===== config.mk =====
export PLATFORM = sky130hd
export DESIGN_NAME = frame_buffer_arbiter
export DESIGN_NICKNAME = d
export VERILOG_FILES = /design/src/rtl/led_fb_pkg.sv /design/src/rtl/frame_buffer_arbiter_rr_arbiter.sv /design/src/rtl/frame_buffer_arbiter.sv
export SDC_FILE = /design/constraint.sdc
export NUM_CORES = 1
export LEC_CHECK = 0
export CAP_MARGIN = 30
export CORE_MARGIN = 1.5
export CORE_UTILIZATION = 34
export CTS_CLUSTER_DIAMETER = 150
export DETAILED_ROUTE_END_ITERATION = 16
export GPL_TIMING_DRIVEN = 0
export PLACE_DENSITY = 0.8
export SYNTH_ARGS = -nofsm -noshare
export SYNTH_HDL_FRONTEND = slang
export SYNTH_HIERARCHICAL = 1
export SYNTH_SLANG_ARGS = --single-unit

===== constraint.sdc =====
create_clock -name clk -period 1.8 [get_ports clk]
set_clock_uncertainty 0.1 [all_clocks]
set_input_delay 0.27 -clock clk [delete_from_list [all_inputs] [get_ports clk]]
set_output_delay 0.27 -clock clk [all_outputs]
set_load 0.01 [all_outputs]

===== src/rtl/led_fb_pkg.sv =====
// led_fb_pkg: shared defaults, commit FSM encoding and bank/address packing for the frame buffer arbiter
package led_fb_pkg;
  localparam int NUM_STRIPS_DEF = 2;
  localparam int ADDRESS_WIDTH_DEF = 8;
  localparam int DATA_WIDTH_DEF = 8;
  typedef enum logic {IDLE = 1'b0, PENDING = 1'b1} commit_state_t;
  function automatic logic [31:0] bank_addr(input logic bank, input logic [31:0] addr, input int unsigned aw);
    return (32'(bank) << aw) | addr;
  endfunction
endpackage


===== src/rtl/frame_buffer_arbiter_rr_arbiter.sv =====
// rr_arbiter: combinational round-robin pick starting at ptr, with the pointer to use next
module rr_arbiter #(
  parameter int N = 2,
  parameter int PW = (N > 1) ? $clog2(N) : 1
) (
  input  logic [N-1:0]  req,
  input  logic [PW-1:0] ptr,
  output logic [N-1:0]  gnt,
  output logic [PW-1:0] next_ptr
);
  logic          found;
  logic [PW-1:0] idx;
  // scan requests from ptr upward, wrapping, and take the first one set
  always_comb begin
    gnt = '0;
    next_ptr = ptr;
    found = 1'b0;
    idx = '0;
    for (int k = 0; k < N; k++) begin
      idx = PW'((int'(ptr) + k) % N);
      if (!found && req[idx]) begin
        found = 1'b1;
        gnt[idx] = 1'b1;
        next_ptr = PW'((int'(idx) + 1) % N);
      end
    end
  end
endmodule


===== src/rtl/frame_buffer_arbiter.sv =====
// frame_buffer_arbiter: shares a double-banked frame RAM between one writer and several strip readers
module frame_buffer_arbiter import led_fb_pkg::*; #(
  parameter int NUM_STRIPS = NUM_STRIPS_DEF,
  parameter int ADDRESS_WIDTH = ADDRESS_WIDTH_DEF,
  parameter int DATA_WIDTH = DATA_WIDTH_DEF
) (
  input  logic                             clk,
  input  logic                             resetn,
  input  logic                             wr_en,
  input  logic [ADDRESS_WIDTH-1:0]         wr_addr,
  input  logic [DATA_WIDTH-1:0]            wr_data,
  input  logic                             commit,
  output logic                             commit_pending,
  output logic                             swapped,
  output logic                             bank_sel,
  input  logic [NUM_STRIPS-1:0]            frame_busy,
  input  logic [NUM_STRIPS-1:0]            rd_req,
  input  logic [NUM_STRIPS*ADDRESS_WIDTH-1:0] rd_addr,
  output logic [NUM_STRIPS-1:0]            rd_gnt,
  output logic [NUM_STRIPS-1:0]            rd_valid,
  output logic [DATA_WIDTH-1:0]            rd_data,
  output logic                             ram_we,
  output logic [ADDRESS_WIDTH:0]           ram_addr,
  output logic [DATA_WIDTH-1:0]            ram_wdata,
  input  logic [DATA_WIDTH-1:0]            ram_rdata
);
  localparam int PW = (NUM_STRIPS > 1) ? $clog2(NUM_STRIPS) : 1;
  logic [PW-1:0]            rr_ptr;
  logic [PW-1:0]            next_ptr;
  logic [NUM_STRIPS-1:0]    arb_gnt;
  logic [NUM_STRIPS-1:0]    gnt_d;
  logic [ADDRESS_WIDTH-1:0] sel_addr;
  commit_state_t            state;
  rr_arbiter #(.N(NUM_STRIPS), .PW(PW)) u_arb (
    .req(rd_req),
    .ptr(rr_ptr),
    .gnt(arb_gnt),
    .next_ptr(next_ptr)
  );
  assign rd_gnt = (resetn && !wr_en) ? arb_gnt : '0;
  assign rd_data = ram_rdata;
  assign commit_pending = (state == PENDING);
  // route the granted strip's address to the RAM port
  always_comb begin
    sel_addr = '0;
    for (int i = 0; i < NUM_STRIPS; i++) sel_addr = arb_gnt[i] ? rd_addr[i*ADDRESS_WIDTH +: ADDRESS_WIDTH] : sel_addr;
  end
  // RAM port register: writes to the back bank win, otherwise the granted read hits the front bank
  always_ff @(posedge clk or negedge resetn) begin
    if (!resetn) begin
      ram_we <= 1'b0;
      ram_addr <= '0;
      ram_wdata <= '0;
      rr_ptr <= '0;
    end else if (wr_en) begin
      ram_we <= 1'b1;
      ram_addr <= (ADDRESS_WIDTH+1)'(bank_addr(~bank_sel, 32'(wr_addr), ADDRESS_WIDTH));
      ram_wdata <= wr_data;
    end else begin
      ram_we <= 1'b0;
      if (|arb_gnt) begin
        ram_addr <= (ADDRESS_WIDTH+1)'(bank_addr(bank_sel, 32'(sel_addr), ADDRESS_WIDTH));
        rr_ptr <= next_ptr;
      end
    end
  end
  // read valid trails the grant by the address cycle plus the RAM's registered read
  always_ff @(posedge clk or negedge resetn) begin
    if (!resetn) begin
      gnt_d <= '0;
      rd_valid <= '0;
    end else begin
      gnt_d <= rd_gnt;
      rd_valid <= gnt_d;
    end
  end
  // commit FSM: swap banks only when no strip is mid-frame and the port is not being written
  always_ff @(posedge clk or negedge resetn) begin
    if (!resetn) begin
      state <= IDLE;
      bank_sel <= 1'b0;
      swapped <= 1'b0;
    end else begin
      swapped <= 1'b0;
      if (state == IDLE) state <= commit ? PENDING : IDLE;
      else if (frame_busy == '0 && !wr_en) begin
        bank_sel <= ~bank_sel;
        swapped <= 1'b1;
        state <= commit ? PENDING : IDLE;
      end
    end
  end
endmodule


==> Yosys cells after proc, flatten, opt, wreduce, memory -nomap -nowiden <==
Cells that the tools add are included.
{ "classes": {"order_cmp": 4, "reduce_logical": 13, "eq_ne": 0, "shifts": 0, "multipliers": 0, "n_bitwise": 5, "div": 0, "n_mux": 24, "n_addsub": 2} }
{ "op_table": {"columns": ["cell", "count"], "rows": [
  ["9-bit 2-to-1 mux", 2],
  ["9-bit by 8-bit bitwise OR with 9-bit output", 2],
  ["8-bit 2-to-1 mux", 2],
  ["1-bit 2-to-1 mux", 15],
  ["2-bit 2-to-1 mux", 3],
  ["1-bit logical AND", 5],
  ["1-bit by 2-bit less-than comparator with 1-bit output (second input constant)", 2],
  ["2-bit nonzero test", 2],
  ["3-bit AND reduction", 1],
  ["1-bit adder (second input constant)", 2],
  ["1-bit demux with 1-bit select", 2],
  ["1-bit greater-or-equal comparator (second input constant)", 2],
  ["1-bit zero test", 2],
  ["2-bit zero test", 1],
  ["1-bit NOT", 2],
  ["2-bit bitwise OR", 1],
  ["2-bit AND reduction", 1],
  ["2-bit OR reduction", 1]
]} }
{ "word_totals": {"register_bits": 26, "elab_cells": 57, "latch_bits": 0, "rom_bits": 0, "output_inout_bits": 33, "ramBits": 0, "input_bits": 48, "memories": 0} }

==> Logic depth before layout (Yosys ltp) <==
Gate-level depths: netlist (run 1).
{ "depth": {"ltp_word": 12, "ltp_mapped": 6} }

==> Hierarchy <==
Netlist (run 1), hierarchy kept.
{ "modules_own_cells": {"columns": ["module", "area_per_inst_um2", "seq_area_each_um2", "n_inst", "cells_per_inst"], "rows": [
  ["frame_buffer_arbiter", 1107.3, 650.6, 1, 85],
  ["rr_arbiter", 27.5, 0.0, 1, 5]
]} }

==> Worst setup path before layout (run 1) <==
No wires, ideal clock.
{ "synth_path": {"path_kind": "register -> register", "from": "reg rr_ptr", "to": "reg rr_ptr", "path_stages_with_launch": 5, "setup_time_ns": 0.128, "path_buffers": 0, "slack_ns": 0.278, "arrival_ns": 1.294, "required_ns": 1.572, "synth_period_minus_slack_ns": 1.522, "path_cell_list": "dfrtp_1 > a21boi_0 > nor2_1 > nor2_1 > mux2_1"} }
{ "synth_between": {"elab_chain_len": 9} }
{ "synth_rtl": {"columns": ["element", "line", "rtl"], "rows": [
  ["start: declaration", "frame_buffer_arbiter.sv:28", "logic [PW-1:0] rr_ptr;"],
  ["start signal: assignment", "frame_buffer_arbiter.sv:63", "rr_ptr <= next_ptr;"],
  ["1-bit adder, or another cell as far along", "frame_buffer_arbiter_rr_arbiter.sv:20", "idx = PW'((int'(ptr) + k) % N);"],
  ["1-bit by 2-bit less-than comparator with 1-bit output (implied by the code), or another cell as far along", "frame_buffer_arbiter_rr_arbiter.sv:23", "gnt[idx] = 1'b1;"],
  ["1-bit logical AND (implied by the code) or 1-bit 2-to-1 mux (tied branches)", "frame_buffer_arbiter_rr_arbiter.sv:23", null],
  ["1-bit 2-to-1 mux (implied by the code) or 1-bit demux with 1-bit select (tied branches)", null, null],
  ["1-bit demux with 1-bit select or 2-bit 2-to-1 mux (tied branches)", null, null],
  ["2-bit bitwise OR (no line)", null, null],
  ["2-bit 2-to-1 mux *", "frame_buffer_arbiter_rr_arbiter.sv:21", "if (!found && req[idx]) begin"],
  ["named net arb_gnt[0]", "frame_buffer_arbiter.sv:30", "logic [NUM_STRIPS-1:0] arb_gnt;"],
  ["2-bit OR reduction *", "frame_buffer_arbiter.sv:61", "if (|arb_gnt) begin"],
  ["3-bit AND reduction (no line) *", null, null]
]} }
The timed path passes the listed nets; every way through them passes the cells marked *. The select of a mux whose other input is x is not followed.
A chain may end at the register's enable or synchronous reset.

==> Worst setup path in the final report (run 1) <==
{ "layout_path": {"from": "reg rr_ptr", "to": "out rd_gnt[1]"} }
{ "layout_between": {"elab_chain_len": 8} }
{ "layout_rtl": {"columns": ["element", "line", "rtl"], "rows": [
  ["1-bit adder, or another cell as far along", "frame_buffer_arbiter_rr_arbiter.sv:20", null],
  ["1-bit by 2-bit less-than comparator with 1-bit output (implied by the code), or another cell as far along", "frame_buffer_arbiter_rr_arbiter.sv:23", null],
  ["1-bit logical AND (implied by the code) or 1-bit 2-to-1 mux (tied branches)", "frame_buffer_arbiter_rr_arbiter.sv:23", null],
  ["1-bit 2-to-1 mux (implied by the code) or 1-bit demux with 1-bit select (tied branches)", null, null],
  ["1-bit demux with 1-bit select or 2-bit 2-to-1 mux (tied branches)", null, null],
  ["2-bit bitwise OR (no line)", null, null],
  ["2-bit 2-to-1 mux *", "frame_buffer_arbiter_rr_arbiter.sv:21", null],
  ["named net arb_gnt[1]", "frame_buffer_arbiter.sv:30", null],
  ["2-bit 2-to-1 mux *", "frame_buffer_arbiter.sv:40", "assign rd_gnt = (resetn && !wr_en) ? arb_gnt : '0;"],
  ["end: declaration", "frame_buffer_arbiter.sv:19", "output logic [NUM_STRIPS-1:0] rd_gnt,"]
]} }
Marked as above.

==> impl_metrics.yaml, run 1 <==
outcome:
  status: "finished clean"
worst_setup_path:
  crit_chain: "inv_1 -> a21boi_4 -> buf_6 -> and3b_1 -> buf_2"
  startpoint_type: "flip-flop"
  path_class: "flip-flop to output pin"
  critPathMaxStageDelay_ns: 0.38
  r2r-start: "rr_ptr"
  crit_start: "rr_ptr"
  cp_num_buf_inv: 3
  required_ns: 1.43
  worst-path-max-fanout: 4
  critPathArrivalTime_ns: 1.33
  end_kind: "output pin"
  cp_top_family: "flip-flops"
  slowest_stage: "dfrtp_1"
cts:
  cts_tree: "built"
  worst_skew_pair.late_latency_ns: 0.31
  root_buffer: "clkbuf_4"
  clk_pin_slew_ns: 0.14
  cts_made_buffers: 3
  clock-sinks: 26
  htree_levels: 1
  clk_path_buf_depth: 2
die:
  die_w_um: 60.8
  start_util_pct: 36.6
  io_pins: 81
  core_um2: 3100
  dieHeight_um: 60.8
  num_rows: 20
  dieArea_um2: 3690
sta:
  tightest_slew_ns: 0.621
  fin_crit_ns: 1.70
  final-hold-violation-count: 0
  period_share_pct: 94.5
  relSlewSlack_pct: 58.5
  max_freq_mhz: 588
  fin_ws_ns: 0.0988
  drv_slew: 0
  setup_viol: 0
  rsz0062_at_grt: "no"
  hold-worst-slack_ns: 0.189
global_routing:
  first_global_vias: 1031
  grt_pass1_wl_um: 4710
  grt_max_degree: 15
  grt_overflow: 0
  track_usage_pct: 17.3
  antenna_found_initial: 0
layout:
  multi_input_area_um2: 413
  stdcell_count: 219
  layout-drive-gt1-share_pct: 18.3
  fillCellCount: 268
  syn_to_final_growth_pct: 80.3
  finalNetCount: 224
  finalCoreUtilization_pct: 65.9
  antenna_cells: 0
  regArea_um2: 651
place:
  port_buffers: 72
  dp_hpwl_um: 2500
  place_congestion: 0.740
  pre_cts_slack_ns: -0.782
  dp.cells: 207
routing:
  drtIter0Drc: 11
  met1_length_um: 1180
  highest_layer: "met4"
  ant_nets: 0
  drtPass1Iterations: 4
  viasPerCell: 4.72
  routed-wl-met3_um: 139
  drt-wirelength-per-cell_um: 14.1
  drc: 0
  routed_wl_um: 3080
  vias: 1034
  dr_wl_met2_um: 1690
yosys:
  ys_ff_latch: 26
  ys_warn_count: 6
  synth.largest_area_cell: "dfrtp_1"
  async_flop_share_pct: 100
  synth_area_per_cell_um2: 12.6
  syn_inst: 90
  synth_cell_type_count: 20
  synth_top_area_share_pct: 57.3
  synth_edf_count: 0
  netlist_area_um2: 1130
  synth_area_leaders: "dfrtp_1 (57%), a22oi_1 (9.9%), mux2_1 (7.9%)"
  synth_common_cells: "dfrtp_1 (26), a22oi_1 (15), buf_4 (10)"
  synth.most_common_cell: "dfrtp_1"
  ys_seq_area_share_pct: 57.3
  synth-main-ff-cell: "dfrtp_1"
  syn-num-nets: 138
flow_run:
  maxCapViolations: 0
min_path:
  min_path_type: "input port to flip-flop"
  hp-start: "wr_en"
power:
  p_total_mw: 1.65
  p_leak_nw: 0.885
  powerDensity_nw_per_um2: 805
  peakVddDrop_uv: 497
-- where the power goes --
part	switching [mW]	total (mW)	internal [mW]
Sequential	0.0544	0.729	0.674
Clock	0.168	0.292	0.124
Combinational	0.242	0.626	0.384
-- per-stage QoR --
| stage | TNS, ns | instance area (um^2) |
|---|---|---|
| global route | 0 | 2050 |
| CTS | 0 | 2040 |
| detailed placement | -3.29 | 1930 |
| global placement | -4.03 | 1910 |
| finish | 0 | 2050 |
| floorplan | 0 | 1130 |
-- path summary, 6_finish.rpt --
path / end / depth (start not counted) / slack (ns)
min reg2reg: rd_valid[1] / 0 / 0.27
min in group asynchronous: rd_valid[0] / 2 / 0.50
max reg2reg: ram_addr[3] / 6 / 0.18
max: rd_gnt[1] / 5 / 0.1
max in group asynchronous: ram_addr[2] / 3 / 0.59
min: ram_we / 1 / 0.19
-- sequential cells by signal (all words and copies together) (netlist names) --
signal and count:
ram_we 1, rd_valid 2, bank_sel 1, ram_addr 9, swapped 1, gnt_d 2, ram_wdata 8, commit_pending 1
rr_ptr 1
-- kinds of logic after synthesis --
logic type	synth area share [%]
compound gates	16.3
flops	57.3
buf+inv	8.27
mux	10.7
simple gates	6.62
xor+xnor	0.772
-- layout by cell type (no fill, tap or decap) --
cell	synthesis	layout
a21boi_4	0	2
a21oi_1	2	2
a22oi_1	15	15
and3b_1	3	3
buf_2	3	3
buf_4	10	17
buf_6	0	1
buf_8	0	1
clkbuf_4	0	3
clkbuf_8	0	1
clkdlybuf4s15_2	0	1
clkdlybuf4s50_1	0	66
dfrtp_1	26	26
dlygate4sd2_1	0	3
dlygate4sd3_1	0	2
inv_1	1	1
mux2_1	8	8
mux2_2	1	1
mux2i_1	2	2
nand2b_1	1	1
nor2_1	3	3
nor2b_1	1	1
nor3_2	1	1
nor4b_2	1	1
o21ai_1	8	8
o31ai_1	1	1
xor2_1	1	1
-- layout make-up --
type	count	area share, %
clock buffers	4	1.77
plain buffers	13	4.83
flip-flops and latches	26	31.8
multi-input cells	50	20.2
well taps	44	2.69
repair buffers	81	38.5
inverters	1	0.183
-- routing by layer --
metal	up-vias	track usage, %
met5	-	0
met4	0	7.76
met2	38	32.1
met3	6	1.49
li1	488	-
met1	502	20.2
-- timing repair --
item                       CTS  global route
setup buffers                4             2
hold buffers                 2             0
setup endpoints to repair    2             2
gates resized for setup     21             1
hold endpoints to repair    13             0
pin swaps                    3             1
(Power assumes the default switching activity.)
==> run 2, diff against run 1 <==
CORE_ASPECT_RATIO = 1.75   (was unset)
CORE_UTILIZATION = 37   (was 34)
CTS_CLUSTER_SIZE = 25   (was unset)
PLACE_DENSITY = 0.86   (was 0.8)
clock period = 2.1 ns   (was 1.8 ns; I/O delays follow)
==> impl_metrics.yaml, run 2 (synthesized netlist as in run 1, its figures left out) <==
layout:
  antenna_cells: 0
  stdcell_count: 198
  largest_register: "ram_addr"
  layout-drive-gt1-share_pct: 15.3
  regArea_um2: 652
  design_area_um2: 2030
  layout_common_cells: "clkdlybuf4s50_1 (66), dfrtp_1 (25), a22oi_1 (15)"
  largest_reg_flops: 9
  fillCellCount: 214
  finalNetCount: 219
  top_regs: "ram_addr (9), ram_wdata (8)"
  syn_to_final_growth_pct: 78.8
  final_common_cell: "clkdlybuf4s50_1"
  multi_input_area_um2: 413
die:
  die_w_um: 44.9
  dieArea_um2: 3420
  core_um2: 2930
  num_rows: 26
  dieHeight_um: 76.3
  start_util_pct: 38.8
  io_pins: 81
routing:
  ant_nets: 0
  drtPass1Iterations: 6
  vias: 1058
  routed_wl_um: 3390
  drtIter0Drc: 23
  drt-wirelength-per-cell_um: 17.1
  viasPerCell: 5.34
  drc: 0
worst_setup_path:
  critPathMaxStageDelay_ns: 0.43
  worst-path-max-fanout: 10
  slowest_stage: "dfrtp_2"
  crit_chain: "inv_1 -> a21boi_4 -> buf_6 -> and3b_1 -> clkdlybuf4s15_1"
  path_class: "flip-flop to output pin"
  end_kind: "output pin"
  critPathArrivalTime_ns: 1.59
  startpoint_type: "flip-flop"
  required_ns: 1.68
sta:
  period_share_pct: 95.5
  fin_crit_ns: 2.01
  max_freq_mhz: 499
  final-hold-violation-count: 0
  rsz0062_at_grt: "no"
  drv_slew: 0
  tightest_slew_ns: 0.536
  fin_ws_ns: 0.0949
  setup_viol: 0
  fin_setup_tns_ns: 0
  relSlewSlack_pct: 64.1
power:
  pwr-share-clk_pct: 21.8
  p_total_mw: 1.46
  seqPwrFrac_pct: 43.8
  p_switching_uw: 414
  intPower_mw: 1.05
  peakVddDrop_uv: 512
  powerDensity_nw_per_um2: 721
  p_sw_share_pct: 28.3
  p_leak_nw: 0.883
  power_frac_comb_pct: 34.4
global_routing:
  grt_overflow: 0
  grt_max_degree: 21
  antenna_found_initial: 0
  grt_pass1_wl_um: 5330
  track_usage_pct: 21.0
  first_global_vias: 1108
outcome:
  status: "finished clean"
place:
  place_congestion: 0.734
  pre_cts_slack_ns: -0.495
  dp_hpwl_um: 2640
  dp.cells: 191
  dpl-instance-area_um2: 1920
  port_buffers: 72
cts:
  worst_skew_pair.late_latency_ns: 0.26
  cts_tree: "built"
  clk_pin_slew_ns: 0.09
  htree_levels: 1
  cts_made_buffers: 3
  clock-sinks: 26
  clk_path_buf_depth: 2
  root_buffer: "clkbuf_8"
min_path:
  min_path_type: "input port to async pin"
flow_run:
  maxCapViolations: 0
-- run 2: changes by cell type in the layout (fill, tap and decap cells not counted), sizes merged --
cell / before / now
dlygate4sd3: 2 / 1
clkdlybuf4s15: 1 / 2
dlymetal6s2s: 0 / 1
buf: 22 / 16
-- run 2: layer usage --
metal	share of wire, %	wire length, um	global-route usage (%)
met3	6.3	214	4.27
met5	0	0	0
met4	3.0	103	8.53
met1	33	1130	21.6
met2	57	1940	38.6
-- run 2: area by class of cell --
type,instances,area share [%]
tap,28,1.73
sequential,26,32.1
clock buffer,4,2.71
inverter,1,0.185
buffer,13,4.87
timing repair buffer,76,38.0
multi-input combinational,50,20.3
-- run 2: power groups by stage --
| stage | combinational (mW) | sequential, mW | clock (mW) |
|---|---|---|---|
| 5_1_grt | 0.539 | 0.651 | 0.347 |
| 2_1_floorplan | 0.157 | 0.666 | 0 |
| 6_report | 0.504 | 0.641 | 0.318 |
| 3_5_place_dp | 0.473 | 0.641 | 0 |
| 4_1_cts | 0.501 | 0.638 | 0.325 |
| 3_3_place_gp | 0.451 | 0.634 | 0 |
-- run 2: final timing paths --
path / startpoint / endpoint / slack (ns) / cells after the start
worst max-delay path: rr_ptr / rd_gnt[1] / 0.09 / 5
worst min-delay path: resetn / ram_addr[0] / 0.08 / 2
worst max register to register: rr_ptr / ram_addr[2] / 0.44 / 6
worst min register to register: gnt_d[1] / rd_valid[1] / 0.25 / 0
max in group asynchronous: resetn / ram_addr[5] / 1.04 / 2
min in group clk: gnt_d[1] / rd_valid[1] / 0.25 / 0
-- run 2: per-stage QoR --
stage	hold slack (ns)	utilization [%]
finish	0.0843	69.3
CTS	0.0932	68.9
global placement	0.235	64.6
detailed placement	0.237	65.5
floorplan	-0.0806	-
global route	0.109	69.3
-- run 2: repair_timing --
item,4_1_cts,5_1_grt
buffers inserted,1,1
pin swaps,0,1
endpoints found under the setup margin,2,1
hold endpoints to repair,7,0
resized for setup,15,2
hold buffers,1,0
-- run 2: critical path: cells and delay by family (launching register included) --
family | cells | cell delay [ns]
AOI/OAI and AO/OA | 1 | 0.20
buffers and inverters | 3 | 0.52
DFF | 1 | 0.43
and+or+nand+nor | 1 | 0.18
==> RTL edit 1, RTL diff (config.mk and constraints of run 1) <==
Make the reset (`resetn`) synchronous in 3 clocked blocks.
--- a/src/rtl/frame_buffer_arbiter.sv
+++ b/src/rtl/frame_buffer_arbiter.sv
@@ -48,3 +48,3 @@
   // RAM port register: writes to the back bank win, otherwise the granted read hits the front bank
-  always_ff @(posedge clk or negedge resetn) begin
+  always_ff @(posedge clk) begin
     if (!resetn) begin
@@ -67,3 +67,3 @@
   // read valid trails the grant by the address cycle plus the RAM's registered read
-  always_ff @(posedge clk or negedge resetn) begin
+  always_ff @(posedge clk) begin
     if (!resetn) begin
@@ -77,3 +77,3 @@
   // commit FSM: swap banks only when no strip is mid-frame and the port is not being written
-  always_ff @(posedge clk or negedge resetn) begin
+  always_ff @(posedge clk) begin
     if (!resetn) begin
Behaviour: differs if resetn is asserted again (counterexample within 4 cycles, from zero or initial values and one cycle with resetn low); with resetn held inactive, the same outputs for 4 cycles.
==> RTL edit 1 against run 1 <==
Largest cell class unchanged. Setup slack worse by 27 ps. Wire length is 3.9% higher. Combinational power down 45%. Largest power group unchanged. Synthesized area is 1.2% higher. Final cell count increased by 7.3%. Cell area fell by 1.7%. Count of clock-buffer cells in the layout stayed put. Critical path depth did not move. Total power shrank 23%. Sequential cell count did not move. First-iteration DRC count increased to 3.5 times the old value. Critical path type unchanged. Critical endpoint unchanged.
==> RTL edit 1: results (changes against run 1) <==
The detailed placer's ending HPWL came out at 2.42 mm (-3.2%). The tools report the final antenna diode count as 0 (unchanged). Wire length of the first global-routing pass: 4.71 mm (+0.15%). The flow ran to the end, and the final reports show no timing, DRC or antenna violations. Tracing the worst setup path back leads to its startpoint at rr_ptr$_SDFFE_PN0P_.

The net load switching power is 310 uW (-33%). The proportion of register bits with asynchronous set or reset after synthesis is 0 (-1.00). The tools report the peak ir drop on the vdd network as 0.243 mV (-51%).

Clock tree synthesis selected as its root buffer the cell clkbuf_4. The logs give 273 (+1.9%) for the count of filler cells inserted in the layout and 2 (unchanged) for the number of buffers on the longest clock path. The number of levels in the clock H-tree came out at 1 (unchanged). The total placed cells including tap cells came out at 227 (+9.7%). The worst hold path begins at gnt_d[1]$_SDFF_PN0_. For the setup slack on the worst flop-to-flop path, the log shows 330 ps (+150 ps). The commonest cells after synthesis are dfxtp_1 (26), mux2i_1 (9), nor2b_1 (9). For the routability congestion estimate, the log shows 0.753 (+1.8%). The run gives 1,089 (+5.6%) as the number of global-route vias before repair. Unique cell type count in the Yosys netlist: 29 (+45%). The endpoint identified for the worst register-to-register timing path is ram_addr[2]$_SDFFE_PN0P_.

Data arrival time of the worst path: 1360 ps (+30 ps). The depth of the worst hold-timing path is 1 (unchanged), and the transition time of the tightest slew-check pin is 388 ps (-233 ps). The count of routing violations after the opening detailed-route iteration is 39 (+28), and the worst slack on hold paths is 352 ps (+162 ps). The net count after synthesis was 159 (+15%); the fraction of layout instances using a drive strength above 1 was 0.147 (-0.0363). The per-instance average area after synthesis was 10.3 um2 (-18%). The path class of the lowest-slack min-delay path is flip-flop to flip-flop. The post-route non-filler standard cell count was 235 (+7.3%); the via count of the routed design was 1,128 (+9.1%).

The highest net fanout along the worst path works out to 7 (+3). The total track usage is 0.167 (-0.00644), and the leakage power figure is 0.000806 uW (-9.0%). The final-report max-slew violation count was 0 (unchanged). By area the synthesized netlist is led by dfxtp_1 (45%), mux2i_1 (7.8%), a221oi_1 (6.1%), o2bb2ai_1 (6.1%), buf_4 (5.2%). The number of port buffers was 72 (unchanged).

The run gives 0 (unchanged) as the initial antenna violation count.
==> RTL edit 1: cell types whose count changed after synthesis, sizes merged, moves of 7 or more <==
cell,run 1,this run
mux2,9,0
a221oi,0,8
o2bb2ai,0,8
nor2b,1,10
mux2i,2,9
a22oi,15,0
dfrtp,26,0
dfxtp,0,26
==> RTL edit 1: worst max path at each step <==
stage / depth (start not counted) / end / slack (ps)
2_1_floorplan: 4 / rd_gnt[1] / 120
3_3_place_gp: 5 / rd_gnt[1] / -880
3_5_place_dp: 5 / rd_gnt[1] / -880
4_1_cts: 5 / rd_gnt[1] / 40
5_1_grt: 5 / rd_gnt[1] / -7
6_report: 5 / rd_gnt[1] / 70
==> RTL edit 1: cell type report <==
| class | count | area, um2 | share of cell area |
|---|---|---|---|
| timing repair buffer | 77 | 747 | 0.371 |
| buffer | 13 | 95.1 | 0.0473 |
| inverter | 2 | 10.0 | 0.00498 |
| clock buffer | 4 | 36.3 | 0.0180 |
| sequential | 26 | 524 | 0.261 |
| multi-input combinational | 69 | 544 | 0.271 |
| tap | 44 | 55.1 | 0.0274 |
==> RTL edit 1: critical path, stage by stage (launching register included) <==
cell and delay [ps]:
dfxtp_4 400, inv_1 70, a21boi_4 150, buf_6 140
and3_1 150, buf_2 130
==> RTL edit 1: cell families after synthesis <==
| family | after synthesis | share of synthesized area |
|---|---|---|
| buffers and inverters | 16 | 0.0926 |
| AO/OA/AOI/OAI | 33 | 0.210 |
| multiplexers | 9 | 0.0784 |
| AND/OR/NAND/NOR | 26 | 0.158 |
| XOR/XNOR | 1 | 0.00763 |
| flip-flops | 26 | 0.453 |
==> RTL edit 1: power by group through the flow <==
stage               logic [uW]  registers [uW]  clock network (uW)
finish                     342             631                 287
global route               366             635                 307
CTS                        336             631                 296
detailed placement         329             643                   0
global placement           322             641                   0
floorplan                  116             657                   0
==> RTL edit 1: through the flow <==
stage | area, um2 | setup WS (ps)
floorplan | 1150 | 124
global placement | 1920 | -881
detailed placement | 1920 | -881
CTS | 1990 | 42.6
global route | 2010 | -6.95
finish | 2010 | 71.7
==> RTL edit 1: repair_timing <==
action	in CTS	in global routing
hold endpoints to repair	0	0
setup buffers	2	3
gates resized for setup	17	0
endpoints found under the setup margin	10	1
pin swaps	1	0
==> RTL edit 1: metal layers <==
layer / global-route usage / part of all wire
met1: 0.193 / 0.42
met2: 0.313 / 0.48
met3: 0.0294 / 0.091
met4: 0.0466 / 0.0028
met5: 0 / 0
==> RTL edit 2, RTL diff (flow settings as in run 1) <==
Without the edit above. Change the package constant `NUM_STRIPS_DEF` from 2 to 4.
--- a/src/rtl/led_fb_pkg.sv
+++ b/src/rtl/led_fb_pkg.sv
@@ -2,3 +2,3 @@
 package led_fb_pkg;
-  localparam int NUM_STRIPS_DEF = 2;
+  localparam int NUM_STRIPS_DEF = 4;
   localparam int ADDRESS_WIDTH_DEF = 8;
Interface: changed (5 resized); port bits go from 81 to 105. No check against the original RTL was run, so the function may have changed too.
==> RTL edit 2 against run 1 <==
The flow now finishes with violations (setup timing). First-iteration DRC count increased to 17 times the old value. Synthesized area increased by 74%. Cell area increased by 83%. Sequential cell count increased by 5. Total power increased to 4.0 times the old value. Setup slack got worse by 1500 ps. Combinational power increased to 8.0 times the old value. Die area increased by 70%. Wire length increased by 150%.
==> RTL edit 2: results (changes against run 1) <==
The proportion of synthesized area in mux cells is 0.0906 (-0.0164). The count of routing violations after the opening detailed-route iteration was 187 (+176); the net count after synthesis was 272 (+97%). The clock tree cell share of total cell area is 0.0234 (+0.00564).

The area fraction in compound gates after synthesis came out at 0.189 (+0.0256). The fraction of power consumed by combinational cells came out at 0.760 (+0.380). The detailed-route wire length per cell works out to 19.2 um (+36%).

Path type of the worst setup path: flip-flop to flip-flop. The number of global-route vias before repair is 2,221 (+120%). The detailed placer's ending HPWL was 4.55 mm (+82%); the total track usage was 0.222 (+0.0483). The number of port buffers came out at 94 (+31%). The detailed-route wire length came out at 7.67 mm (+150%). Count of filler cells inserted in the layout: 398 (+49%). By area the synthesized netlist is led by dfrtp_1 (39%), mux2_2 (5.7%), ha_1 (3.8%), and3b_1 (3.5%), o311ai_1 (3.1%). The maximum cell stage delay along the critical path was 420 ps (+40 ps); the wire length of the first global-routing pass was 10.8 mm (+130%). The count of plain and timing-repair buffers came out at 144 (+53%). The routability congestion estimate is 0.850 (+15%), and the number of search-and-repair iterations in the first detailed-routing pass is 7 (+3). The largest net degree at the start of global routing was 18 (+3).

The tools report the capturing point of the worst reg2reg path as rr_ptr[1]$_DFFE_PN0P_. The logs give 2 (+1) for the number of levels in the clock H-tree and -1380 ps (-1470 ps) for the post-route worst setup slack. Area share of xor/xnor cells in the synthesized design: 0.00443 (-0.00328). The checks that failed: setup timing. The peak ir drop on the vdd network is 0.953 mV (+92%). The flow ran to the end, but the final reports show violations. The unique cell type count in the Yosys netlist is 49 (+150%), and the number of standard cells after synthesis is 198 (+120%).

The routed length on met3 is 658 um (+370%), and the data arrival time of the worst path is 3230 ps (+1900 ps). The run gives 3.78 mm (+120%) as the sum of met2 wire segment lengths after detailed routing. The max-slew headroom at the worst pin was 0.479 (-0.106).

The leakage power figure was 0.00161 uW (+82%); the count of final setup violators was 19 (+19).
-- RTL edit 2: kinds of logic after synthesis --
| family | Yosys count |
|---|---|
| buffers and inverters | 26 |
| flip-flops | 31 |
| XOR/XNOR | 1 |
| adder cells (fa/ha/maj) | 6 |
| AND/OR/NAND/NOR | 70 |
| AO/OA/AOI/OAI | 48 |
| multiplexers | 16 |
-- RTL edit 2: stage by stage --
stage	setup TNS, ps	hold WS (ps)	power, uW	setup slack, ps
6_report	-22290	260	6600	-1380
5_1_grt	-23410	274	6920	-1430
4_1_cts	-20340	255	6110	-1270
3_5_place_dp	-27430	240	4230	-1870
3_3_place_gp	-33090	232	4150	-1860
2_1_floorplan	-18500	-126	3240	-1270
-- RTL edit 2: timing repair --
action,in CTS,in global routing
resized for setup,56,15
hold buffers,0,0
endpoints found under the setup margin,19,19
setup buffers,26,8
pin swaps,22,16
-- RTL edit 2: per-layer routing --
metal	track usage	up-vias
li1	-	984
met1	0.251	1040
met2	0.402	144
met3	0.0460	33
met4	0.0912	0
met5	0	-
